**config.mk**
```make
export PLATFORM = sky130hd
export DESIGN_NAME = nav_sequencer
export DESIGN_NICKNAME = d
export VERILOG_FILES = /design/src/rtl/nav_sequencer.sv
export SDC_FILE = /design/constraint.sdc
export NUM_CORES = 1
export LEC_CHECK = 0
export ABC_AREA = 0
export CORE_AREA = 2 2 77 61
export CTS_CLUSTER_DIAMETER = 150
export DETAILED_ROUTE_END_ITERATION = 10
export DIE_AREA = 0 0 79 63
export PLACE_DENSITY = 0.89
export SYNTH_ARGS = -nofsm -noshare
export SYNTH_HDL_FRONTEND = slang
export SYNTH_SLANG_ARGS = --single-unit
```
**constraint.sdc**
```tcl
create_clock -name clk -period 3.1 [get_ports clk]
set_input_delay 0.465 -clock clk [delete_from_list [all_inputs] [get_ports clk]]
set_output_delay 0.465 -clock clk [all_outputs]
set_load 0.03 [all_outputs]
```
**src/rtl/nav_sequencer.sv**
```systemverilog
// Command sequencer feeding the heading PID: turn-to-heading and move-N-squares with speed ramps.
// Outputs are registered and update on the edge after acceptance; cmd_rdy is high only in IDLE, so new commands wait until the current one ends.
module nav_sequencer #(
  parameter logic [10:0] MIN_FRWRD = 11'h0D0,
  parameter logic [10:0] MAX_FRWRD = 11'h2A0,
  parameter logic [10:0] SPD_INC   = 11'h018
) (
  input  logic        clk,
  input  logic        rst_n,
  input  logic [15:0] cmd,
  input  logic        cmd_vld,
  output logic        cmd_rdy,
  input  logic        hdng_vld,
  input  logic        at_hdng,
  input  logic        line_cross,
  output logic [11:0] dsrd_hdng,
  output logic        moving,
  output logic [10:0] frwrd_spd,
  output logic        done
);

  typedef enum logic [2:0] {IDLE, TURN, RAMP, DECEL, FIN} state_t;

  localparam logic [3:0]  OP_HDNG     = 4'h2;
  localparam logic [3:0]  OP_MOVE     = 4'h4;
  localparam logic [10:0] DEC_STEP    = SPD_INC << 1;
  localparam logic [11:0] MAX12       = {1'b0, MAX_FRWRD};
  localparam logic [11:0] DECEL_FLOOR = {1'b0, MIN_FRWRD} + {1'b0, DEC_STEP};

  state_t      state, state_nxt;
  logic [11:0] hdng_nxt;
  logic        moving_nxt;
  logic [10:0] spd_nxt;
  logic [3:0]  squares, squares_nxt;
  logic [3:0]  sq_cnt, sq_cnt_nxt;
  logic        turn_armed, turn_armed_nxt;
  logic [2:0]  lc_sync;
  logic        cross_pulse;
  logic [11:0] ramp_sum;
  logic [3:0]  cnt_inc;

  // line_cross is asynchronous: two flops to resolve metastability, a third for edge detect
  always_ff @(posedge clk or negedge rst_n) begin
    if (!rst_n) begin
      lc_sync     <= 3'b000;
      cross_pulse <= 1'b0;
    end else begin
      lc_sync     <= {lc_sync[1:0], line_cross};
      cross_pulse <= lc_sync[1] & ~lc_sync[2];
    end
  end

  always_ff @(posedge clk or negedge rst_n) begin
    if (!rst_n) begin
      state      <= IDLE;
      dsrd_hdng  <= 12'h000;
      moving     <= 1'b0;
      frwrd_spd  <= 11'h000;
      squares    <= 4'h0;
      sq_cnt     <= 4'h0;
      turn_armed <= 1'b0;
    end else begin
      state      <= state_nxt;
      dsrd_hdng  <= hdng_nxt;
      moving     <= moving_nxt;
      frwrd_spd  <= spd_nxt;
      squares    <= squares_nxt;
      sq_cnt     <= sq_cnt_nxt;
      turn_armed <= turn_armed_nxt;
    end
  end

  assign ramp_sum = {1'b0, frwrd_spd} + {1'b0, SPD_INC};
  assign cnt_inc  = sq_cnt + {3'b000, cross_pulse};

  always_comb begin
    state_nxt      = state;
    hdng_nxt       = dsrd_hdng;
    moving_nxt     = moving;
    spd_nxt        = frwrd_spd;
    squares_nxt    = squares;
    sq_cnt_nxt     = sq_cnt;
    turn_armed_nxt = turn_armed;
    case (state)
      IDLE: begin
        if (cmd_vld) begin
          case (cmd[15:12])
            OP_HDNG: begin
              hdng_nxt       = cmd[11:0];
              moving_nxt     = 1'b1;
              spd_nxt        = 11'h000;
              turn_armed_nxt = 1'b0;
              state_nxt      = TURN;
            end
            OP_MOVE: begin
              if (cmd[3:0] != 4'h0) begin
                squares_nxt = cmd[3:0];
                sq_cnt_nxt  = 4'h0;
                moving_nxt  = 1'b1;
                spd_nxt     = MIN_FRWRD;
                state_nxt   = RAMP;
              end else begin
                state_nxt = FIN;
              end
            end
            default: state_nxt = FIN;
          endcase
        end
      end
      TURN: begin
        // first TURN cycle is blind so an at_hdng left over from the old heading cannot end the turn
        if (!turn_armed) begin
          turn_armed_nxt = 1'b1;
        end else if (at_hdng && hdng_vld) begin
          state_nxt = FIN;
        end
      end
      RAMP: begin
        if (hdng_vld) begin
          spd_nxt = (ramp_sum > MAX12) ? MAX_FRWRD : ramp_sum[10:0];
        end
        sq_cnt_nxt = cnt_inc;
        if (cnt_inc == squares) begin
          state_nxt = DECEL;
        end
      end
      DECEL: begin
        if (hdng_vld) begin
          if ({1'b0, frwrd_spd} <= DECEL_FLOOR) begin
            spd_nxt    = 11'h000;
            moving_nxt = 1'b0;
            state_nxt  = FIN;
          end else begin
            spd_nxt = frwrd_spd - DEC_STEP;
          end
        end
      end
      FIN:     state_nxt = IDLE;
      default: state_nxt = IDLE;
    endcase
  end

  assign cmd_rdy = (state == IDLE);
  assign done    = (state == FIN);

endmodule

```
Word level (Yosys, flattened, before mapping). Index checks and enable logic that the tools add are counted.

Register bits after elaboration: 40. Input port bits: 22. Output and inout bits: 26. Word-level logic and storage cells: 79.

Muxes and demuxes: 30. Add/sub/neg operators: 3. Reductions and logical operators: 14. Bitwise operators: 2. Eq/ne operators: 19. $lt $le $gt $ge: 2.

Operators by type and width (count): 2-to-1 mux 11 bit (6); one-hot mux 11 bit (3 select lines) (1); one-hot mux 11 bit (2 select lines) (1); 2-to-1 mux 3 bit (7); AND reduction 6 bit (3); != test 2 bit, second input constant (7); adder 11 x 5 -> 12 bit, second input constant (1); > comparator 12 x 10 -> 1 bit, second input constant (1); 2-to-1 mux 4 bit (3); one-hot mux 3 bit (4 select lines) (1); <= comparator 11 x 9 -> 1 bit, second input constant (1); subtractor 11 x 6 -> 11 bit, second input constant (1); one-hot mux 4 bit (2 select lines) (1); AND reduction 4 bit (2); == test 3 x 2 -> 1 bit, second input constant (2); 2-to-1 mux 1 bit (6); != test 2 x 1 -> 1 bit, second input constant (3); one-hot mux 1 bit (2 select lines) (3); one-hot mux 3 bit (2 select lines) (1); AND reduction 3 bit (2); nonzero test 2 bit (3); adder 4 x 1 -> 4 bit (1); == test 4 x 2 -> 1 bit, second input constant (1); == test 4 x 3 -> 1 bit, second input constant (1); 11 further kinds (11).

Longest topological paths before layout. Gate-level depths: netlist of run 1.

Depth in word-level cells: 5. Gate-level depth with buffers: 9. Gate-level depth less buffers: 8.

Worst setup path after synthesis of run 1. No wires, ideal clock.

Kind: reg2reg. From: register state[2]. To: register dsrd_hdng[0]. Stages on the path, launching flop included: 8. Data arrival time: 2.223 ns. Library setup time: 0.125 ns. Path slack: 0.753 ns. Period minus slack after synthesis: 2.347 ns. Data required time: 2.975 ns. Buffers on the path: 3. Cell sequence: dfrtp_1 > buf_2 > nor3_1 > nand2_1 > or2_1 > clkbuf_1 > buf_2 > mux2_2.

Word-level cells in the longest chain between the ends: 2.

RTL lines: from (decl) (RTL line 30) `state_t state, state_nxt;`; from (signal assigned) (RTL line 63) `state <= state_nxt;`; logical NOT 3 bit; net cmd_rdy (RTL line 12) `output logic cmd_rdy,`; AND reduction 3 bit (no line); to (signal assigned) (RTL line 64) `dsrd_hdng <= hdng_nxt;`; to (decl) (RTL line 16) `output logic [11:0] dsrd_hdng,`.

The timed path passes the listed nets, and every way through them passes these cells. A chain may end at the register's enable or synchronous reset.

Worst setup path in the final report of run 1.
From: register state[0]. To: output port cmd_rdy.

Word-level cells in the longest chain between the ends: 1.

RTL lines: logical NOT 3 bit (RTL line 143) `assign cmd_rdy = (state == IDLE);`; to (decl) (RTL line 12).

No other way between the ends.

==> results.cfg, run 1 <==
[yosys]
syn_area_per_cell_um2 = 10.3
synth_mux_area_share_pct = 9.27
ys_warn_count = 0
synthXorXnorAreaFrac_pct = 4.70
synth-edff-count = 0
synth_cell_types = 47
syn_area_um2 = 2050
yosys.area_share.adder_pct = 3.66
synth_compound_area_share_pct = 17.3
async_reset_ff_share_pct = 100
yosysSeqAreaShare_pct = 45.1
ys_ff_latch = 37
synth_top_family_by_area = compound AO/OA/AOI/OAI gates
synth_cells = 199
synth_flop_cell = dfrtp_1
yosys.area_share.simple_pct = 14.7

[clock_network]
clock-sinks = 37
insertion_delay_ps = 290
numCtsBuffers = 5
cts_tree = built
cts.reportedPaths.clkPinSlew_ps = 70
cts_root_buf = clkbuf_8
cts.htree.levels = 2
ctsHoldBuffers = 0
ctsLongestPathBuffers = 2
cts_setup_buffers = 0
cts_resized = 0

[floorplan]
io_pins = 48
dieWidth_um = 79
dieHeight_um = 63
core_um2 = 4260
start_util_pct = 48.2
rows = 21
fp.dieArea_um2 = 4980

[cells_and_area]
final_nets = 267
area_delta_synth_final_pct = 25.7
final_area_um2 = 2580
drive_above_1_share_pct = 13.3
diodes = 0
fin_cells = 297
fillers = 374

[critical_path]
critPathMaxFanout = 12
crit_type = flip-flop to output pin
crit_path_end = cmd_rdy
path_delay_family = buffers and inverters
worstRegToRegCells = 6
cp-start-kind = flip-flop
r2r-start = frwrd_spd[5]
cp.required_ps = 2630
r2r_end = frwrd_spd[4]
crit_chain = nor3_1 -> clkdlybuf4s50_1
cpMaxStageDelayCell = clkdlybuf4s50_1
worst_ep_arrival_time_ps = 2110
critical_path_depth = 2
r2r_slack_ps = 750
slowest_delay_ps = 780
critPathBufInv = 1
endpoint_kind = output pin
startpoint = state[0]

[routing]
wl_mm = 4.64
drt_pass1_iterations = 4
num_vias = 1668
detail-route-antenna-nets = 0
drc = 0
first_iter_violations = 124
wl_per_cell_um = 15.6
avgViaCountPerCell = 5.62

[global_routing]
antenna_found_initial = 0
grt_pass1_wl_mm = 7.81
grt_overflow = 0
track_usage_pct = 20.2
grt_start_max_net_pins = 38
grt_pass1_vias = 1578

[timing]
slew_violations = 0
finClkSkew_ps = 6.22
worst_pin_slew_ps = 944
fin_tns_setup_ps = 0
fin_crit_sh_pct = 82.9
hold_violations = 0
relSlewSlack_pct = 36.6
rsz0062_at_grt = no
fmax_mhz = 389
fin_crit_ps = 2570
setup_viol = 0

[pwr]
power_density_nw_per_um2 = 869
p_leak_nw = 1.06
p_total_mw = 2.24
peakVddDrop_uv = 595

[flow_run]
cap_violations = 0

[hold_path]
hold_path_class = flip-flop to flip-flop

[placed_design]
gp_congestion = 0.978
postPlaceCellArea_um2 = 2490
dp_hpwl_mm = 3.38
io_buffers = 44
place_inst = 289

[run_status]
status = finished, final reports clean
==> cells by family after synthesis <==
family	count (synthesis)
AO/OA/AOI/OAI	52
adder cells (fa/ha/maj)	6
XOR/XNOR	11
AND/OR/NAND/NOR	56
flip-flops	37
other	1
buffers and inverters	19
multiplexers	17
==> metrics by stage <==
stage	worst slack [ps]	hold WS [ps]	util, %
after floorplan	753	169	-
after global placement	483	333	58.6
after global routing	453	373	60.6
final	529	352	60.6
after detailed placement	421	336	58.6
after CTS	556	352	60.6
==> worst register-to-register path, stage by stage, from the launching register on <==
cell	delay, ps
dfrtp_1	570
ha_1	320
a21oi_2	80
nor3_1	240
mux2i_1	440
or4b_1	480
a22oi_1	140
==> routing by layer <==
| metal | global-route usage (%) | part of all wire, % | vias up |
|---|---|---|---|
| met3 | 6.07 | 8.0 | 10 |
| met1 | 29.7 | 46 | 787 |
| met5 | 0 | 0 | - |
| met2 | 28.1 | 45 | 76 |
| met4 | 7.11 | 1.9 | 0 |
| li1 | - | - | 795 |
==> placed cells by master (no fill, tap or decap), types with 4 or more instances in the layout <==
cell	netlist	routed
a31oi_1	5	5
inv_1	5	5
nor3_1	5	5
nand2_1	12	12
nand3_1	4	4
clkbuf_8	0	5
a22o_1	4	4
a21oi_1	6	6
dfrtp_1	37	37
a211oi_1	4	4
mux2_2	16	16
xnor2_1	8	8
ha_1	6	6
clkdlybuf4s50_1	0	44
o21ai_0	14	14
nor2_1	16	16
==> state kept, by name, indices dropped and copies added, names as in the netlist <==
signal	flops
sq_cnt	4
cross_pulse	1
moving	1
turn_armed	1
lc_sync	3
squares	4
state	3
frwrd_spd	8
dsrd_hdng	12
==> cell type report <==
type                       instances  area [um2]  area share [%]
inverter                           5        18.8           0.727
clock inverter                     3        17.5           0.679
multi-input combinational        145        1030            39.9
clock buffer                       5        68.8            2.67
tap                               57        71.3            2.76
sequential                        37         926            35.9
timing repair buffer              45         448            17.4
==> power breakdown <==
group	switching (mW)	total, mW	leakage [nW]	internal [mW]
sequential	0.171	0.825	0.472	0.655
clock	0.170	0.325	0.0439	0.155
combinational	0.591	1.09	0.539	0.500
==> cell usage after synthesis, types with 2 or more instances <==
cell type / count / area share (%)
mux2_2: 16 / 8.8
a21oi_1: 6 / 1.5
o21ai_0: 14 / 3.4
nor3_1: 5 / 1.2
a211oi_1: 4 / 1.5
ha_1: 6 / 3.7
or4b_4: 2 / 1.3
clkbuf_1: 4 / 0.73
or2_1: 3 / 0.91
buf_6: 2 / 1.1
a31oi_1: 5 / 1.5
xor2_1: 3 / 1.3
o22ai_1: 3 / 0.91
or4b_1: 3 / 1.5
nor2_1: 16 / 2.9
a22o_1: 4 / 1.7
inv_1: 5 / 0.91
xnor2_1: 8 / 3.4
nand2_1: 12 / 2.2
buf_2: 5 / 1.2
a21o_1: 3 / 1.1
o211ai_1: 2 / 0.73
nor2b_1: 2 / 0.61
nand3_1: 4 / 0.98
nand4_1: 2 / 0.61
buf_4: 3 / 1.1
dfrtp_1: 37 / 45
==> worst min path at each step <==
stage               cells after the start        from  slack (ps)           to
global route                            0  lc_sync[0]         370   lc_sync[1]
finish                                  0  lc_sync[0]         350   lc_sync[1]
detailed placement                      0  lc_sync[0]         340   lc_sync[1]
CTS                                     0  lc_sync[0]         350   lc_sync[1]
global placement                        0  lc_sync[0]         330   lc_sync[1]
floorplan                               0       rst_n         170  cross_pulse
(Power assumes the default switching activity.)
==> inputs of run 2 (changes only) <==
==> constraint.sdc (replaced) <==
create_clock -name clk -period 2.4 [get_ports clk]
set_input_delay 0.36 -clock clk [delete_from_list [all_inputs] [get_ports clk]]
set_output_delay 0.36 -clock clk [all_outputs]
set_load 0.03 [all_outputs]
==> results.cfg, run 2 (same netlist as run 1, synthesis figures left out) <==
[clock_network]
insertion_delay_ps = 280
ctsLongestPathBuffers = 2
cts_resized = 0
cts_root_buf = clkbuf_8
clock-sinks = 37
numCtsBuffers = 5
cts_setup_buffers = 0
cts.reportedPaths.clkPinSlew_ps = 70
ctsHoldBuffers = 0
cts_tree = built
cts.htree.levels = 2

[flow_run]
cap_violations = 0

[critical_path]
cpMaxStageDelayCell = or4b_4
r2r-start = frwrd_spd[4]
startpoint = frwrd_spd[4]
crit_chain = inv_1 -> ha_1 -> or4b_4 -> a211oi_2 -> nor2_1 -> a21oi_1 -> o22ai_1 -> a21o_1
critPathMaxFanout = 8
crit_type = flip-flop to flip-flop
cp.required_ps = 2580
slowest_delay_ps = 480
cp-start-kind = flip-flop
worst_ep_arrival_time_ps = 2440
endpoint_kind = flip-flop

[timing]
fin_crit_sh_pct = 94.2
relSlewSlack_pct = 65.3
rsz0062_at_grt = no
finClkSkew_ps = 2.97
fmax_mhz = 442
timing.final.ws_setup_ps = 139
fin_tns_setup_ps = 0
worst_pin_slew_ps = 519
fin_crit_ps = 2260
hold_violations = 0
holdWs_ps = 352
slew_violations = 0
setup_viol = 0

[global_routing]
grt_pass1_wl_mm = 8.54
antenna_found_initial = 0
grt_start_max_net_pins = 38
grt_overflow = 0
track_usage_pct = 21.8
grt_pass1_vias = 1807

[cells_and_area]
final_cell_mix = clkdlybuf4s50_1 (44), dfrtp_1 (37), buf_4 (23), nor2_1 (16), mux2_2 (16)
largest_register_ffs = 12
final_core_util_pct = 64.5
final_nets = 289
fin_cells = 319
drive_above_1_share_pct = 20.6
final_common_cell = clkdlybuf4s50_1
reg.largest.list = dsrd_hdng x12, frwrd_spd x8
regMostFlops = dsrd_hdng
area_delta_synth_final_pct = 33.7
final_area_um2 = 2740
fillers = 322
diodes = 0

[floorplan]
start_util_pct = 48.2
dieHeight_um = 63
rows = 21
core_um2 = 4260
fp.dieArea_um2 = 4980
io_pins = 48
dieWidth_um = 79

[placed_design]
io_buffers = 44
place_inst = 311
postPlaceCellArea_um2 = 2660
gp_congestion = 1.01
dp_hpwl_mm = 3.85
dp_slack_ps = -107

[pwr]
p_total_mw = 3.01
seq_power_share_pct = 33.9
p_int_mw = 1.78
clkPwrFrac_pct = 13.7
p_comb_share_pct = 52.4
p_switching_mw = 1.23
switching_share_pct = 40.8
p_leak_nw = 1.16
peakVddDrop_uv = 705
power_density_nw_per_um2 = 1100

[routing]
first_iter_violations = 190
detail-route-antenna-nets = 0
wl_mm = 5.02
avgViaCountPerCell = 5.66
wl_per_cell_um = 15.7
drc = 0
drt_pass1_iterations = 4
num_vias = 1805

[run_status]
status = finished, final reports clean

[hold_path]
hold_start = lc_sync[0]
hold_path_class = flip-flop to flip-flop
## run 2: cell count changes in the layout (fill, tap and decap cells not counted)
cell,change
buf_4,+22
clkbuf_1,+1
clkinvlp_4,-1
or2_1,-1
or2_4,+1
## run 2: critical path, delay by kind of cell (launching register included)
kind / cells / cell delay (ps)
AO/OA/AOI/OAI: 4 / 740
AND/OR/NAND/NOR: 2 / 670
flip-flops: 1 / 390
adder cells (fa/ha/maj): 1 / 190
buffers and inverters: 1 / 160
## run 2: metal layers
metal	up-vias	GRT usage [%]	wire length (um)
met5	-	0	0
met4	0	9.48	82
met3	10	4.91	458
met2	91	32.4	2330
met1	859	30.6	2150
li1	845	-	-
## run 2: final timing paths
| check | end | slack, ps | depth (start not counted) |
|---|---|---|---|
| max | frwrd_spd[6] | 140 | 8 |
| min | lc_sync[1] | 350 | 0 |
| max reg2reg | frwrd_spd[6] | 140 | 8 |
| min reg2reg | lc_sync[1] | 350 | 0 |
| max in group asynchronous | dsrd_hdng[4] | 1580 | 2 |
| min in group asynchronous | dsrd_hdng[5] | 490 | 2 |
## run 2: cell type report
class	instances	area [um2]	share of cell area [%]
tap	57	71.3	2.60
inverter	5	18.8	0.684
clock buffer	6	72.6	2.64
sequential	37	926	33.7
clock inverter	2	10.0	0.365
multi-input combinational	145	1030	37.6
timing repair buffer	67	613	22.3
## run 2: power groups by stage
stage / logic, mW / clock network [mW] / registers (mW)
after floorplan: 0.732 / 0 / 1.25
after global placement: 1.53 / 0 / 1.01
after detailed placement: 1.57 / 0 / 1.03
after CTS: 1.58 / 0.422 / 1.02
after global routing: 1.70 / 0.442 / 1.04
final: 1.57 / 0.413 / 1.02
